--- src/rtl/dmem_access_ctrl.sv ---
// Byte-serial data-memory sequencer for the MEM stage: splits a load/store into
// little-endian byte transfers on a ready/ack port and stalls the pipeline until done.
module dmem_access_ctrl #(
    parameter int ADDR_WIDTH = 32
) (
    input  logic                  clk,
    input  logic                  rst,
    input  logic                  req_valid_i,
    input  logic                  req_write_i,
    input  logic [2:0]            size_i,
    input  logic                  extend_s_i,
    input  logic [ADDR_WIDTH-1:0] addr_i,
    input  logic [31:0]           wdata_i,
    output logic                  stall_o,
    output logic                  done_o,
    output logic [31:0]           rdata_o,
    output logic                  mem_req_o,
    output logic                  mem_we_o,
    output logic [ADDR_WIDTH-1:0] mem_addr_o,
    output logic [7:0]            mem_wdata_o,
    input  logic                  mem_ack_i,
    input  logic [7:0]            mem_rdata_i
);

    typedef enum logic [1:0] {
        S_IDLE   = 2'd0,
        S_ACCESS = 2'd1,
        S_DONE   = 2'd2
    } state_e;

    state_e                state_q, state_d;
    logic [1:0]            cnt_q, cnt_d;
    logic [1:0]            last_q, last_d;
    logic                  write_q, write_d;
    logic                  ext_q, ext_d;
    logic [ADDR_WIDTH-1:0] addr_q, addr_d;
    logic [31:0]           wdata_q, wdata_d;
    logic [31:0]           buf_q, buf_d;
    logic                  mem_req_q, mem_req_d;
    logic                  mem_we_q, mem_we_d;
    logic [ADDR_WIDTH-1:0] mem_addr_q, mem_addr_d;
    logic [7:0]            mem_wdata_q, mem_wdata_d;
    logic                  done_q, done_d;
    logic [31:0]           rdata_q, rdata_d;
    logic [1:0]            cnt_inc;
    logic [1:0]            size_last;

    // last byte index of the access; unknown size codes fall back to a word
    always_comb begin
        case (size_i)
            3'b001:  size_last = 2'd0;
            3'b010:  size_last = 2'd1;
            default: size_last = 2'd3;
        endcase
    end

    assign cnt_inc = cnt_q + 2'd1;

    always_comb begin
        state_d     = state_q;
        cnt_d       = cnt_q;
        last_d      = last_q;
        write_d     = write_q;
        ext_d       = ext_q;
        addr_d      = addr_q;
        wdata_d     = wdata_q;
        buf_d       = buf_q;
        mem_req_d   = mem_req_q;
        mem_we_d    = mem_we_q;
        mem_addr_d  = mem_addr_q;
        mem_wdata_d = mem_wdata_q;
        done_d      = 1'b0;
        rdata_d     = rdata_q;

        case (state_q)
            S_IDLE: begin
                if (req_valid_i) begin
                    write_d     = req_write_i;
                    last_d      = size_last;
                    ext_d       = extend_s_i;
                    addr_d      = addr_i;
                    wdata_d     = wdata_i;
                    cnt_d       = 2'd0;
                    buf_d       = 32'd0;
                    mem_req_d   = 1'b1;
                    mem_we_d    = req_write_i;
                    mem_addr_d  = addr_i;
                    mem_wdata_d = wdata_i[7:0];
                    state_d     = S_ACCESS;
                end
            end
            S_ACCESS: begin
                if (mem_req_q && mem_ack_i) begin
                    if (!write_q) begin
                        buf_d[{cnt_q, 3'b000} +: 8] = mem_rdata_i;
                    end
                    if (cnt_q == last_q) begin
                        state_d   = S_DONE;
                        mem_req_d = 1'b0;
                        mem_we_d  = 1'b0;
                        done_d    = 1'b1;
                        if (!write_q) begin
                            case (last_q)
                                2'd0:    rdata_d = {{24{ext_q & buf_d[7]}}, buf_d[7:0]};
                                2'd1:    rdata_d = {{16{ext_q & buf_d[15]}}, buf_d[15:0]};
                                default: rdata_d = buf_d;
                            endcase
                        end
                    end else begin
                        cnt_d       = cnt_inc;
                        mem_addr_d  = addr_q + ADDR_WIDTH'(cnt_inc);
                        mem_wdata_d = wdata_q[{cnt_inc, 3'b000} +: 8];
                    end
                end
            end
            S_DONE: begin
                state_d = S_IDLE;
            end
            default: begin
                state_d = S_IDLE;
            end
        endcase
    end

    always_ff @(posedge clk or posedge rst) begin
        if (rst) begin
            state_q     <= S_IDLE;
            cnt_q       <= 2'd0;
            last_q      <= 2'd0;
            write_q     <= 1'b0;
            ext_q       <= 1'b0;
            addr_q      <= '0;
            wdata_q     <= 32'd0;
            buf_q       <= 32'd0;
            mem_req_q   <= 1'b0;
            mem_we_q    <= 1'b0;
            mem_addr_q  <= '0;
            mem_wdata_q <= 8'd0;
            done_q      <= 1'b0;
            rdata_q     <= 32'd0;
        end else begin
            state_q     <= state_d;
            cnt_q       <= cnt_d;
            last_q      <= last_d;
            write_q     <= write_d;
            ext_q       <= ext_d;
            addr_q      <= addr_d;
            wdata_q     <= wdata_d;
            buf_q       <= buf_d;
            mem_req_q   <= mem_req_d;
            mem_we_q    <= mem_we_d;
            mem_addr_q  <= mem_addr_d;
            mem_wdata_q <= mem_wdata_d;
            done_q      <= done_d;
            rdata_q     <= rdata_d;
        end
    end

    assign stall_o     = (state_q == S_ACCESS) || ((state_q == S_IDLE) && req_valid_i);
    assign done_o      = done_q;
    assign rdata_o     = rdata_q;
    assign mem_req_o   = mem_req_q;
    assign mem_we_o    = mem_we_q;
    assign mem_addr_o  = mem_addr_q;
    assign mem_wdata_o = mem_wdata_q;

endmodule
--- config.mk ---
export PLATFORM = sky130hd
export DESIGN_NAME = dmem_access_ctrl
export DESIGN_NICKNAME = d
export VERILOG_FILES = /design/src/rtl/dmem_access_ctrl.sv
export SDC_FILE = /design/constraint.sdc
export NUM_CORES = 1
export LEC_CHECK = 0
export ABC_AREA = 1
export BUFFER_PORTS_ARGS = -buffer_cell sky130_fd_sc_hd__buf_4
export CELL_PAD_IN_SITES_DETAIL_PLACEMENT = 1
export CELL_PAD_IN_SITES_GLOBAL_PLACEMENT = 1
export CORE_MARGIN = 4
export CORE_UTILIZATION = 41
export CTS_BUF_LIST = sky130_fd_sc_hd__clkbuf_8 sky130_fd_sc_hd__clkbuf_16
export CTS_CLUSTER_SIZE = 24
export DETAILED_ROUTE_END_ITERATION = 8
export PLACE_DENSITY = 0.78
export SLEW_MARGIN = 20
export SYNTH_ARGS = -nofsm -noshare
export SYNTH_HDL_FRONTEND = slang
export SYNTH_SLANG_ARGS = --single-unit
--- constraint.sdc ---
create_clock -name clk -period 7 [get_ports clk]
set_input_delay 0.35 -clock clk [delete_from_list [all_inputs] [get_ports clk]]
set_output_delay 0.35 -clock clk [all_outputs]
set_load 0.01 [all_outputs]
Yosys cells after proc, flatten, opt, wreduce, memory -nomap -nowiden

Index checks and enable logic that the tools add are counted.

Register bits after elaboration: 179
Output and inout bits: 76
Bits of input ports: 81

Multiplexer cells: 34
Add/subtract/negate cells: 3
Bitwise gates (word level): 3
Eq/ne operators: 9
Reductions and logical operators: 12
Shift operators: 3

Operators by type and width:

| operator                 | count |
|---|---|
| $mux W32                 | 8 |
| $pmux W32 S2             | 3 |
| $add A32 B2 Y32          | 1 |
| $bwmux W32               | 1 |
| $shift A8 B7 Y32 const A | 1 |
| $shiftx A32 B6 Y8        | 1 |
| $shiftx A8 B7 Y32        | 1 |
| $mux W8                  | 3 |
| $pmux W8 S2              | 1 |
| $mux W2                  | 6 |
| $pmux W2 S2              | 3 |
| $reduce_and A4 Y1        | 3 |
| $ne A2 B2 Y1 const B     | 4 |
| $mux W1                  | 7 |
| $neg A5 Y7               | 1 |
| $reduce_and A3 Y1        | 2 |
| $eq A2 B1 Y1 const B     | 2 |
| $logic_not A2 Y1         | 2 |
| $pmux W1 S2              | 2 |
| $eq A3 B1 Y1 const B     | 1 |
| $eq A3 B2 Y1 const B     | 1 |
| $add A2 B1 Y2 const B    | 1 |
| $and A1 B1 Y1            | 2 |
| $eq A2 B2 Y1             | 1 |
| other kinds (5)          | 6 |

Depth between registers and ports, before layout

Depth in word-level cells: 8
Depth in mapped cells: 14
Mapped depth without buffers: 12

Least setup slack after synthesis

Ideal clock, no wire load.

Path type: register to register
Start: register cnt_q[0]
End: register mem_addr_q[10], in the netlist mem_addr_o[10]
Arrival: 2416 ps
Path slack: 4467 ps
Stages on the path, launching flop included: 14
Buffers on the path: 2
Cells stage by stage: dfrtp_1 buf_6 inv_1 clkbuf_1 ha_1 fa_1 nand2_1 nor2_2 nand2_1 nor2_2 xnor2_1 nand2_1 nand2_1 nand2_1

Longest elaborated chain between the ends: 5
Elaborated cells on any way between the ends: 8
Classes of those cells: add/sub (2); eq/ne (2); mux (3); reduce/logical (1)

Ends and longest elaborated chain:

| item                     | RTL line | RTL |
|---|---|---|
| start: declaration       | 32       | `logic [1:0] cnt_q, cnt_d;` |
| start signal: assignment | 143      | `cnt_q <= cnt_d;` |
| $add A2 B1 Y2            | 57       | `assign cnt_inc = cnt_q + 2'd1;` |
| $add A32 B2 Y32          | 111      | `mem_addr_d = addr_q + ADDR_WIDTH'(cnt_inc);` |
| $mux W32                 | 97       | `if (cnt_q == last_q) begin` |
| $mux W32                 | 93       | `if (mem_req_q && mem_ack_i) begin` |
| $pmux W32 S2             | 75       | `case (state_q)` |
| end signal: assignment   | 152      | `mem_addr_q <= mem_addr_d;` |
| end: declaration         | 41       | `logic [ADDR_WIDTH-1:0] mem_addr_q, mem_addr_d;` |

Parallel ways exist; a longest one is shown, timed or not. The select of a mux whose other input is x is not followed.
A chain may end at the register's enable or synchronous reset.

Final worst setup path

Start: register state_q[1]
End: output port stall_o

Longest elaborated chain between the ends: 3
Elaborated cells on any way between the ends: 4
Classes of those cells: eq/ne (1); reduce/logical (3)

Ends and longest elaborated chain:

| item                     | RTL line | RTL |
|---|---|---|
| start: declaration       | 31       | `state_e state_q, state_d;` |
| start signal: assignment | 142      | `state_q <= state_d;` |
| $logic_not A2 Y1         | 159      | `assign stall_o = (state_q == S_ACCESS) \|\| ((state_q == S_IDLE) && req_valid_i);` |
| $logic_and A1 B1 Y1      | 159      |  |
| $logic_or A1 B1 Y1 (*)   | 159      |  |
| end: declaration         | 14       | `output logic stall_o,` |

Every way passes the cells marked *; elsewhere a longest branch is shown, timed or not.

==> results.txt <==
DR WL/cell: 17.9 um
Placed cell count: 1616
Worst-path clk slew: 0.07 ns
Clk_lat worst skew: 0.44 ns
CTS resizes: 0
H-tree levels: 4
Sequential-to-total area share from yosys stat: 0.489
Worst setup SP type: flop
CP Class: flop to output pin
Seq pwr share: 0.360
I/O Buffers: 156
Iteration-0 DRC Markers: 421
RSZ-0062 raised after global routing: no
Syn Area/Cell: 7.48 um2
Ys Warns: 0
Switch Pwr: 2.25 mW
Logic pwr share: 0.436
Fin. Hold Viols: 0
Commonest non-fill, non-tap cells in the layout: nand2_1, dfrtp_1, buf_4
Clk pwr share: 0.205
Hold_ws: 0.0194 ns
Overall power: 5.05 mW
First-pass GRT wire length: 48400 um
Synthesis-stage register bit count: 179
Post-CTS Setup Bufs: 0
Vias in the first global route: 9204
Drt pass-1 iters: 4
GRT Total Usage: 0.246
Max-cap viol count: 0
Slew HR: 0.267
Critical path arrival: 2.86 ns
Hold Buf Count CTS: 0
ANT nets after route: 0
Chip width: 157 um
Row cnt: 54
Crit Path Max Fanout: 43
Maximum root-to-sink buffer count: 2
Via density per instance: 5.24
Layout cell share with drive strength beyond 1: 0.180
CTS tree: yes
Die Y: 157 um
Pin count of the biggest net entering global routing: 76
Peak VDD IR: 178 uV
Critical Path End Type: output pin
Final routed DRC violation total: 0
Netlist cell types: 36
I/O Pins: 157
Power per cell area: 456 nW/um2
Final wirelength: 29500 um
TritonCTS Buffers: 17
Syn_nets: 1313
Static Leak: 5.55 nW
Setup violations, final: 0
Commonest non-fill, non-tap cell in the layout: nand2_1
Switching part of the total: 0.445
Status: finished, final reports clean
Diodes inserted: 0
Tmin final: 3.21 ns
Initial antenna violation count: 0
Hold Crit Class: input port to asynchronous set/reset pin
Setup_tns: 0 ns
Max-slew violations: 0
Vias: 8631
Remaining Overflow, GRT: 0
Number of synthesized flops with an enable pin: 0
Synthesis-to-finish area growth: 21.2%
Top FF cell, synth: dfrtp_1
Syn Inst Count: 1224
Finished layout cell area: 11100 um2
Max Clock Freq: 0.312 GHz
Post-synth ARST share: 1.00
Post-Layout Cell Count: 1648
Die footprint: 24800 um2
DP Area: 10500 um2
Root Buffer Master: clkbuf_16
Cell-internal power: 2.81 mW
Critical path required time: 6.65 ns
Final nets: 1444
Fin crit share: 0.458
Core Box Area: 21900 um2
Clk sinks: 179
Tightest Pin Transition: 1.10 ns
Initial core utilization: 0.418
Fillers: 2788
GPL Wtd Cong: 0.898
Area of the mapped netlist: 9150 um2
Hpwl dp: 20600 um
Setup Skew: 0.0122 ns
==> final timing paths <==
kind,start,endpoint,slack [ns],cells after the start
hold / removal,rst,mem_wdata_o[4],0.02,2
max in group asynchronous,rst,addr_q[20],5.74,3
min in group clk,wdata_i[16],wdata_q[16],0.10,3
setup reg to reg,cnt_q[0],mem_addr_o[12],3.82,11
setup / recovery,state_q[1],stall_o,3.79,6
hold reg to reg,mem_addr_o[6],mem_addr_o[6],0.48,2
==> state kept, by name (all words and copies together) (netlist names), 8 cells and up <==
signal,count
addr_q,32
buf_q,32
mem_addr_o,32
rdata_o,32
wdata_q,32
mem_wdata_o,8
==> per-stage QoR <==
stage | utilization | setup slack, ns
finish | 0.507 | 3.79
floorplan | - | 1.79
detailed placement | 0.478 | 3.88
global placement | 0.478 | 3.97
CTS | 0.507 | 3.76
global route | 0.507 | 3.50
==> layer usage <==
metal	track usage	vias up	part of all wire
li1	-	4130	-
met1	0.331	4275	0.45
met2	0.411	190	0.49
met3	0.0379	36	0.042
met4	0.0766	0	0.020
met5	0	-	0
==> critical path: stages (launching register included) <==
cell,delay [ns]
dfrtp_1,0.41
nor2_4,0.10
buf_4,0.45
clkinv_1,0.70
buf_4,0.49
nand2_1,0.10
buf_4,0.14
==> final cells by class <==
| type | instances | area (um2) | area share |
|---|---|---|---|
| timing repair buffer | 164 | 1230 | 0.111 |
| tap | 280 | 350 | 0.0316 |
| clock inverter | 14 | 188 | 0.0169 |
| clock buffer | 18 | 439 | 0.0396 |
| inverter | 97 | 369 | 0.0333 |
| multi-input combinational | 896 | 4030 | 0.364 |
| sequential | 179 | 4480 | 0.404 |
==> kinds of logic after synthesis <==
logic type | after synthesis | share of synthesized area
fa+ha+maj | 8 | 0.0118
compound gates | 194 | 0.116
flops | 179 | 0.489
xor+xnor | 8 | 0.00848
simple gates | 686 | 0.304
buf+inv | 149 | 0.0705
==> power by group through the flow <==
stage / Clock (mW) / Combinational [mW] / Sequential (mW)
2_1_floorplan: 0 / 1.38 / 1.80
3_3_place_gp: 0 / 2.13 / 1.81
3_5_place_dp: 0 / 2.20 / 1.83
4_1_cts: 1.05 / 2.22 / 1.82
5_1_grt: 1.10 / 2.51 / 1.88
6_report: 1.03 / 2.20 / 1.82
==> Yosys cell counts, types with 2 or more instances <==
| cell | instances | area (um2) |
|---|---|---|
| a21oi_1 | 50 | 250 |
| a22o_1 | 14 | 123 |
| buf_2 | 14 | 70.1 |
| buf_4 | 6 | 45.0 |
| buf_6 | 4 | 45.0 |
| clkbuf_1 | 27 | 101 |
| clkinv_1 | 2 | 7.51 |
| dfrtp_1 | 179 | 4480 |
| ha_1 | 7 | 87.6 |
| inv_1 | 88 | 330 |
| inv_2 | 7 | 26.3 |
| nand2_1 | 480 | 1800 |
| nand2_2 | 3 | 18.8 |
| nand2_4 | 2 | 22.5 |
| nand3_1 | 43 | 215 |
| nand3_2 | 3 | 30.0 |
| nand4_1 | 2 | 12.5 |
| nor2_1 | 120 | 450 |
| nor2_2 | 23 | 144 |
| nor2_4 | 3 | 33.8 |
| nor3_1 | 3 | 15.0 |
| o21ai_0 | 103 | 515 |
| o21ai_1 | 4 | 20.0 |
| o21ai_2 | 2 | 17.5 |
| o22ai_1 | 18 | 113 |
| or2_2 | 2 | 12.5 |
| xnor2_1 | 5 | 43.8 |
| xor2_1 | 2 | 17.5 |
Power figures use the tool's default switching activity.
